[src/rtl/demux_rr_lanes.sv]
// Round-robin serial-to-lane demux: collects DATA_W words into LANES lanes and
// emits each full (or flushed partial) group with a one-cycle per-lane valid.
module demux_rr_lanes #(
  parameter  int DATA_W = 8,
  parameter  int LANES  = 4,
  parameter  int CNT_W  = 8,
  localparam int PTR_W  = $clog2(LANES)
) (
  input  logic                      clk_4f,
  input  logic                      reset,
  input  logic [DATA_W-1:0]         data_in,
  input  logic                      valid_in,
  input  logic                      flush,
  output logic [LANES*DATA_W-1:0]   data_out,
  output logic [LANES-1:0]          valid_out,
  output logic                      out_strobe,
  output logic                      busy,
  output logic [CNT_W-1:0]          group_cnt
);

  logic [PTR_W-1:0]        r_ptr;
  logic [LANES-1:0]        r_mask;
  logic [DATA_W-1:0]       r_buf [LANES];
  logic [LANES*DATA_W-1:0] r_dout;
  logic [LANES-1:0]        r_vout;
  logic                    r_busy;
  logic [CNT_W-1:0]        r_cnt;

  logic [LANES-1:0]        w_hit;
  logic [LANES-1:0]        w_eff;
  logic [LANES-1:0]        w_vout;
  logic                    w_full;
  logic                    w_emit;
  logic [LANES*DATA_W-1:0] w_group;

  // The word arriving this cycle is folded into the group so a full or
  // flushed emit includes it without waiting for the buffer write.
  always_comb begin
    w_hit   = valid_in ? ({{(LANES-1){1'b0}}, 1'b1} << r_ptr) : '0;
    w_eff   = r_mask | w_hit;
    w_full  = valid_in && (r_ptr == PTR_W'(LANES-1));
    w_emit  = w_full || (flush && (w_eff != '0));
    w_vout  = w_full ? '1 : w_eff;
    w_group = '0;
    for (int k = 0; k < LANES; k++) begin
      if (w_vout[k])
        w_group[k*DATA_W +: DATA_W] = w_hit[k] ? data_in : r_buf[k];
    end
  end

  always_ff @(posedge clk_4f or posedge reset) begin
    if (reset) begin
      r_ptr  <= '0;
      r_mask <= '0;
      r_dout <= '0;
      r_vout <= '0;
      r_busy <= 1'b0;
      r_cnt  <= '0;
      for (int k = 0; k < LANES; k++) r_buf[k] <= '0;
    end else begin
      r_vout <= w_emit ? w_vout : '0;
      if (w_emit) begin
        r_dout <= w_group;
        r_cnt  <= r_cnt + CNT_W'(1);
        r_mask <= '0;
        r_ptr  <= '0;
        r_busy <= 1'b0;
      end else begin
        if (valid_in) begin
          r_buf[r_ptr] <= data_in;
          r_mask       <= w_eff;
          r_ptr        <= r_ptr + PTR_W'(1);
        end
        r_busy <= (w_eff != '0);
      end
    end
  end

  assign data_out   = r_dout;
  assign valid_out  = r_vout;
  assign out_strobe = |r_vout;
  assign busy       = r_busy;
  assign group_cnt  = r_cnt;

endmodule

[config.mk]
export PLATFORM = sky130hd
export DESIGN_NAME = demux_rr_lanes
export DESIGN_NICKNAME = d
export VERILOG_FILES = /design/src/rtl/demux_rr_lanes.sv
export SDC_FILE = /design/constraint.sdc
export NUM_CORES = 1
export LEC_CHECK = 0
export BUFFER_PORTS_ARGS = -buffer_cell sky130_fd_sc_hd__buf_2
export CORE_ASPECT_RATIO = 1.75
export CORE_MARGIN = 1.5
export CORE_UTILIZATION = 44
export DETAILED_ROUTE_END_ITERATION = 8
export MAX_ROUTING_LAYER = met4
export PLACE_DENSITY_LB_ADDON = 0.3
export SLEW_MARGIN = 20
export SYNTH_ARGS = -nofsm -noshare
export SYNTH_HDL_FRONTEND = slang
export SYNTH_SLANG_ARGS = --single-unit
[constraint.sdc]
create_clock -name clk_4f -period 3.08 [get_ports clk_4f]
set_input_delay 0.616 -clock clk_4f [delete_from_list [all_inputs] [get_ports clk_4f]]
set_output_delay 0.616 -clock clk_4f [all_outputs]
set_load 0.005 [all_outputs]
# Word level (Yosys, flattened, before mapping)
# Index checks and enable logic that the tools add are counted.
[totals]
ff_bits = 83
latchBits = 0
mem_bits_rw = 0
rom_bits = 0
inputBits = 12
out_inout_bits = 46
wordCells = 46
memories = 0
[classes]
n_addsub = 2
multipliers = 0
div_mod_pow = 0
order_cmp = 2
eq_ne = 1
shift = 1
n_mux = 19
n_bitwise = 3
reduce_logical = 8
[ops]
columns = ["op", "count"]
rows = [
  ["$mux 8", 9],
  ["$bwmux 32", 1],
  ["$mux 4", 5],
  ["$demux 8 s2", 1],
  ["$add 8x1->8 const B", 1],
  ["$mux 2", 2],
  ["$or 4x4->4", 1],
  ["$reduce_bool 4->1", 1],
  ["$reduce_or 4->1", 1],
  ["$shl 1x2->4 const A", 1],
  ["$ge 3x3->1 const B", 1],
  ["$logic_and 1x1->1", 3],
  ["$lt 3x1->1 const B", 1],
  ["$not 2->3", 1],
  ["$add 2x1->2 const B", 1],
  ["$eq 2x2->1 const B", 1],
  ["$reduce_and 2->1", 1],
  ["$reduce_bool 2->1", 1],
  ["$logic_or 1x1->1", 1],
  ["$mux 1", 1],
  ["$not 1->1", 1],
]

# Logic depth before layout (Yosys ltp)
# Gate-level depths: netlist of run 1.
[depth]
depth_word = 8
depth_mapped = 7
depth_no_buf = 6

# Worst setup path after synthesis of run 1
# No wires, ideal clock.
[synth_path]
path_type = "reg-to-reg"
startpoint = "register r_ptr[0]"
endpoint = "register r_buf[10] in the netlist's numbering"
setup_ns = 0.125
arrival_time_ns = 1.671
required_time_ns = 2.955
setup_slack_ns = 1.284
stages_incl_launch_ff = 6
path_buffers = 1
synth_period_minus_slack_ns = 1.796
path_cell_list = "dfrtp_1 ha_1 and2_1 buf_4 nor3_4 mux2_2"
[synth_via]
elab_chain_cells = 8
elab_cells_between_ends = 17
[synth_rtl]
columns = ["item", "line_no", "source"]
rows = [
  ["from (decl)", "21", "logic [PTR_W-1:0] r_ptr;"],
  ["from (signal assigned)", "72", "r_ptr <= r_ptr + PTR_W'(1);"],
  ["branches (longest 8 deep; another with $ge 3x3->1)", "-", ""],
  ["to (signal, indexed assignment)", "70", "r_buf[r_ptr] <= data_in;"],
  ["to (decl)", "23", "logic [DATA_W-1:0] r_buf [LANES];"],
]
# Several ways; the timed one is not identified.
# A chain may end at the register's enable or synchronous reset.

# Worst setup path in the final report of run 1
[layout_path]
startpoint = "register r_ptr[0]"
endpoint = "register r_cnt[6] (netlist: group_cnt[6])"
[layout_via]
elab_chain_cells = 6
elab_cells_between_ends = 8
[layout_rtl]
columns = ["item", "line_no", "source"]
rows = [
  ["$shl 1x2->4", "39", "w_hit = valid_in ? ({{(LANES-1){1'b0}}, 1'b1} << r_ptr) : '0;"],
  ["$mux 4", "39", ""],
  ["$or 4x4->4", "40", "w_eff = r_mask | w_hit;"],
  ["$reduce_bool 4->1", "42", "w_emit = w_full || (flush && (w_eff != '0));"],
  ["$logic_and 1x1->1", "42", ""],
  ["$logic_or 1x1->1 *", "42", ""],
  ["to (signal assigned)", "64", "r_cnt <= r_cnt + CNT_W'(1);"],
  ["to (decl)", "27", "logic [CNT_W-1:0] r_cnt;"],
]
# Every way passes the cells marked *; elsewhere a longest branch is shown, timed or not.

==> results of run 1 <==
## cells in the mapped netlist, types with 4 or more instances
library cell  instances
xnor2_1               7
dfrtp_1              83
ha_1                  5
inv_1                 6
nand2_1              40
mux2i_1              25
nor2_1               16
mux2_2               24
a31oi_1               8
nand4_1               4
nand3_1               9
clkbuf_1              9
o21ai_0              21
## registers in the layout, indices dropped and copies added (netlist names)
signal and cells:
busy 1, r_buf 32, data_out 32, valid_out 4, group_cnt 8, r_mask 4, r_ptr 2
## worst max-delay path, cell delays in order, from the launching register on
cell and delay (ns):
dfrtp_1 0.41, ha_1 0.35, and2_1 0.64, a2bb2oi_4 0.53, nand4_1 0.20, xnor2_1 0.16
## final timing paths
path | endpoint | slack (ns) | cells after the start
worst max-delay path | group_cnt[6]$_DFFE_PP0P_ | 0.65 | 5
worst min-delay path | group_cnt[3]$_DFFE_PP0P_ | 0.33 | 2
worst max register to register | group_cnt[6]$_DFFE_PP0P_ | 0.65 | 5
worst min register to register | r_buf[3]$_DFFE_PP0P_ | 0.38 | 0
max in group asynchronous | valid_out[0]$_DFF_PP0_ | 2.10 | 3
min in group clk_4f | r_buf[3]$_DFFE_PP0P_ | 0.38 | 0
## power groups by stage
stage          Sequential (mW)  Combinational (mW)  Clock [mW]
2_1_floorplan             1.77               0.870           0
3_3_place_gp              1.77                1.24           0
3_5_place_dp              1.79                1.26           0
4_1_cts                   1.78                1.27        1.11
5_1_grt                   1.84                1.41        1.16
6_report                  1.77                1.25        1.09
## logic make-up after synthesis
kind of cell,Yosys count
multiplexers,49
adder cells (fa/ha/maj),5
AO/OA/AOI/OAI,39
flip-flops,83
buffers and inverters,23
AND/OR/NAND/NOR,84
XOR/XNOR,8
## metrics by stage
step / total power, mW / setup WS [ns] / area, um2 / instances / util [%]
finish: 4.11 / 0.651 / 4170 / 438 / 53.0
global route: 4.40 / 0.440 / 4170 / 438 / 53.0
CTS: 4.16 / 0.633 / 4170 / 438 / 53.0
detailed placement: 3.06 / 0.498 / 3860 / 422 / 49.1
global placement: 3.01 / 0.593 / 3860 / 422 / 49.1
floorplan: 2.64 / 0.327 / 3550 / 291 / -
## area by class of cell
type	instances	area, um2	share of cell area (%)
multi-input cells	185	1340	32.1
flip-flops and latches	83	2080	49.9
inverters	6	23.8	0.571
clock inverters	1	30.0	0.721
repair buffers	58	305	7.33
clock buffers	15	278	6.67
well taps	90	113	2.70
## layer usage
metal	global-route usage (%)	vias to the layer above
met2	27.8	43
met4	8.61	0
met1	23.1	1112
met3	4.05	14
met5	-	-
li1	-	1100
==> impl_results.md, run 1 <==
* Status: finished, final reports clean
* Initial core utilization at between 40 and 50%
* PwrDens at between 900 and 1000 mW/mm2
* Yosys reg bits at 83
* Async SR Flop Fraction at 100%
* Fraction of layout cells with a size suffix above 1 at a little under a third
* Compound-cell area share of the yosys netlist at 7.83%
* Worst-margin pin slew at 0.705 ns
* Most common cell after layout, fill and taps aside: dfrtp_1
* Max-Slew Margin vs Limit at 53.0%
* Crit path required time at about 3.3 ns
* Worst path arrival time at roughly 2.6 ns
* Switching Fraction at roughly a third
* Logic pwr share at 30.3%
* Most frequent cells in the layout: dfrtp_1 (83), buf_2 (57), nand2_1 (40)
* CP Launch Type: flop
* Crit. Startpoint: r_ptr[0]$_DFFE_PP0P_
* Worst VDD drop at 0.000401 V
* Vias in the first global route at roughly 2200
* Clk sink count at 83
* Placeable Area at about 0.0079 mm2
* Clock root cell: clkbuf_16
* Post-Synth XOR/XNOR Area at under 10%
* Fin crit share at 78.9%
* Setup tns final at 0 ns
* CTS tree: done
* Crit. End Element: flop
* Highest metal used: met4
* Die area at 0.00863 mm2
* Met2 routed WL at ~3500 um
* Area leader, netlist: dfrtp_1
* Wire length on met1 at about 3000 um
* GP Congestion at 0.781
* Final ANT Viol Nets at 0
* Hold Vio Cnt, Final at 0
* Cell area after synthesis at 0.00355 mm2
* Port Buffer Count at 57
* Clock Power Share at a little over a quarter
* Syn_area_per_cell at ~12 um2
* Clock transition at path regs at ~0.06 ns
* Final net count at 360
* GRT Total Usage at about 18%
* P&R area growth vs syn at 17.4%
* Register share of total power at a little over two fifths
* Post-route DRC violation count at 0
* Post-synth top area share at between 50 and 60%
* Critical path peak fanout at 27
* First-pass GRT wire length at 11400 um
* Fill cells at just under 700
* Register area share after synthesis at roughly three fifths
* Met3 wire length at between 200 and 250 um
* Yosys warnings at 0
* Maximum capacitance violations at 0
* DR vias/cell at 5.18
* Largest family of logic cells by synthesized area: multiplexers
* Vias at around 2300
* CTS Hold Bufs at 0
* Initial drt markers at ~120
* RSZ-0062 raised after global routing: false
* FF-to-FF Start: r_ptr[0]$_DFFE_PP0P_
* Drt total wl at 6990 um
* Fin crit period at about 2.4 ns
* Synth Area in Simple Gates at ~11%
* I/O pin total at 58
* Int Power at 2.82 mW
* Avg WL per Cell at around 16 um
* Num CTS Buffers at 9
* Primary FF master, synth: dfrtp_1
* Cells resized by post-CTS repair at 0
* Post-synth EDFFs at 0
* Max Slew Vio Count at 0
* Die span in y at about 120 um
* Row cnt at 43
* Mux cell area share after synthesis at between 10% and 20%
* Setup-failing EPs final at 0
* Adder-Cell Fraction of Synth Area at 1.76%
* Diodes inserted at 0
* Grt ovf at 0
* H-tree levels at 3
* Yosys cell types at 35
* NetSw at between 1 and 1.5 mW
* Top post-synthesis cells by area: dfrtp_1 (59%), mux2_2 (7.6%), mux2i_1 (7.1%)
* Setup bufs post-CTS at 0
* Maximum buffer depth of the clock tree at 2
* Skew final at 0.00323 ns
* Hold crit path type: primary input to asynchronous set/reset pin
* Worst skew pair latency at approximately 0.33 ns
* Largest net degree at the start of global routing at 51
* Leak at 2.09 nW
* Drt first pass iters at 4
* Die span in x at about 71 um
* Post-DP HPWL at around 4900 um
* Worst setup path class: flop to flop
* Initial antenna violation count at 0
* Synth Net Count at a little over 300
* Cell count after synthesis at about 290
* Max Clock Freq at about 0.41 GHz
* Min Hold Slack at about 0.33 ns
Power figures use the tool's default switching activity.
==> run 2, diff against run 1 <==
clock period = 2.14 ns   (was 3.08 ns; I/O delays follow)
==> impl_results.md, run 2 (synthesis results as in run 1) <==
* Status: finished, final reports clean (unchanged)
* Final ANT Viol Nets at 0 (unchanged)
* Num CTS Buffers at 9 (unchanged)
* R2R setup slack at 0.20 ns (was 0.65 ns)
* Final net count at 373 (was 360)
* Maximum capacitance violations at 0 (unchanged)
* Delay-heaviest family, CP: compound AO/OA/AOI/OAI gates (was simple AND/OR/NAND/NOR gates)
* First-pass GRT wire length at 12300 um (was 11400 um)
* Vias at 2349 (was 2269)
* Grt ovf at 0 (unchanged)
* Clock root cell: clkbuf_16 (unchanged)
* Vias in the first global route at 2398 (was 2248)
* Worst path arrival time at 2.15 ns (was 2.64 ns)
* Drt first pass iters at 4 (unchanged)
* Row cnt at 43 (unchanged)
* PwrDens at 1420 mW/mm2 (was 987 mW/mm2)
* DR vias/cell at 5.21 (was 5.18)
* Bufs and invs on worst path at 1 (was 0)
* Leak at 2.16 nW (was 2.09 nW)
* CTS tree: done (unchanged)
* Hold Vio Cnt, Final at 0 (unchanged)
* FF-to-FF Start: r_ptr[0]$_DFFE_PP0P_ (unchanged)
* Initial core utilization at 45.2% (unchanged)
* P&R area growth vs syn at 20.6% (was 17.4%)
* Max Slew Vio Count at 0 (unchanged)
* Setup tns final at 0 ns (unchanged)
* CTS Hold Bufs at 0 (unchanged)
* Post-route DRC violation count at 0 (unchanged)
* Most frequent cells in the layout: dfrtp_1 (83), buf_2 (57), nand2_1 (40) (unchanged)
* Final Cell Area at 0.00428 mm2 (was 0.00417 mm2)
* Worst skew pair latency at 0.34 ns (was 0.33 ns)
* Worst r2r dst: data_out[24]$_DFFE_PP0P_ (was group_cnt[6]$_DFFE_PP0P_)
* CP Launch Type: flop (unchanged)
* Placed Instance Area at 0.00397 mm2 (was 0.00386 mm2)
* Maximum buffer depth of the clock tree at 2 (unchanged)
* Pwr Total at 6.07 mW (was 4.11 mW)
* Initial antenna violation count at 0 (unchanged)
* Port Buffer Count at 57 (unchanged)
* Crit. End Element: flop (unchanged)
* Crit path largest cell delay at 0.54 ns (was 0.64 ns)
* Hold crit path type: primary input to asynchronous set/reset pin (unchanged)
* Fin crit period at 1.94 ns (was 2.43 ns)
* Fraction of layout cells with a size suffix above 1 at 33.5% (was 30.7%)
* Skew final at 0.00559 ns (was 0.00323 ns)
* Die span in y at 122 um (unchanged)
* Die span in x at 70.9 um (unchanged)
* Most common cell after layout, fill and taps aside: dfrtp_1 (unchanged)
* Post-DP HPWL at 5170 um (was 4870 um)
* Initial drt markers at 165 (was 123)
* Worst-margin pin slew at 0.601 ns (was 0.705 ns)
* Largest net degree at the start of global routing at 84 (was 51)
* Worst VDD drop at 0.000581 V (was 0.000401 V)
* GP Congestion at 0.835 (was 0.781)
* H-tree levels at 3 (unchanged)
* Clk sink count at 83 (unchanged)
* Drt total wl at 7390 um (was 6990 um)
* RSZ-0062 raised after global routing: false (unchanged)
* Setup-failing EPs final at 0 (unchanged)
* Diodes inserted at 0 (unchanged)
* Max Clock Freq at 0.517 GHz (was 0.412 GHz)
* Clock transition at path regs at 0.06 ns (about the same)
* Critical path peak fanout at 13 (was 27)
* Max-Slew Margin vs Limit at 59.6% (was 53.0%)
* R2R cell count at 6 (was 5)
* GRT Total Usage at 19.5% (was 18.2%)
* Crit path required time at 2.36 ns (was 3.30 ns)
* I/O pin total at 58 (unchanged)
* Slowest cell on crit path: o41ai_4 (was and2_1)
* Placeable Area at 0.00786 mm2 (unchanged)
* Crit-path cells: ha_1 -> o41ai_4 -> a2bb2oi_4 -> buf_4 -> nor2_1 -> a31oi_1 (was ha_1 -> and2_1 -> a2bb2oi_4 -> nand4_1 -> xnor2_1)
* Worst setup path class: flop to flop (unchanged)
* Fin crit share at 90.5% (was 78.9%)
* Avg WL per Cell at 16.4 um (was 16.0 um)
* Die area at 0.00863 mm2 (unchanged)
run 2: worst reg2reg max path: stages, from the launching register on:
cell,delay [ns]
dfrtp_1,0.42
ha_1,0.31
o41ai_4,0.55
a2bb2oi_4,0.16
buf_4,0.22
nor2_1,0.10
a31oi_1,0.05
run 2: power by group:
group	switching (mW)	internal [mW]	total (mW)
clock network	0.586	1.00	1.59
registers	0.370	2.18	2.55
logic	0.959	0.975	1.93
run 2: layout make-up:
| type | count | area, um2 |
|---|---|---|
| Multi-Input combinational cell | 185 | 1340 |
| Clock buffer | 15 | 278 |
| Inverter | 6 | 26.3 |
| Fill cell | 685 | 3580 |
| Timing Repair Buffer | 71 | 415 |
| Sequential cell | 83 | 2080 |
| Clock inverter | 1 | 30.0 |
| Tap cell | 90 | 113 |
run 2: repair_timing:
| action | 4_1_cts | 5_1_grt |
|---|---|---|
| setup endpoints to repair | 0 | 2 |
| gates resized for setup | 0 | 1 |
| setup buffers | 0 | 0 |
run 2: routing by layer:
metal	global-route usage [%]	vias up	routed length, um
met1	24.3	1163	3210
met5	-	-	0
met2	30.3	50	3710
met3	3.14	12	238
li1	-	1124	-
met4	11.0	0	232
run 2: worst max path at each step:
stage / startpoint / endpoint / slack [ns] / depth (start not counted)
2_1_floorplan: r_ptr[0]$_DFFE_PP0P_ / r_buf[10]$_DFFE_PP0P_ / 0.34 / 5
3_3_place_gp: r_ptr[0]$_DFFE_PP0P_ / r_buf[9]$_DFFE_PP0P_ / 0.25 / 4
3_5_place_dp: r_ptr[0]$_DFFE_PP0P_ / data_out[31]$_DFFE_PP0P_ / 0.14 / 6
4_1_cts: r_ptr[0]$_DFFE_PP0P_ / data_out[29]$_DFFE_PP0P_ / 0.15 / 6
5_1_grt: r_ptr[0]$_DFFE_PP0P_ / data_out[28]$_DFFE_PP0P_ / 0.09 / 6
6_report: r_ptr[0]$_DFFE_PP0P_ / data_out[24]$_DFFE_PP0P_ / 0.20 / 6
run 2: metrics by stage:
stage	cells	hold slack, ns	worst slack, ns	utilization (%)
3_3_place_gp	435	0.366	0.249	50.5
5_1_grt	451	0.248	0.0896	54.5
2_1_floorplan	291	0.430	0.344	-
4_1_cts	451	0.226	0.154	54.5
6_report	451	0.188	0.204	54.5
3_5_place_dp	435	0.367	0.140	50.5
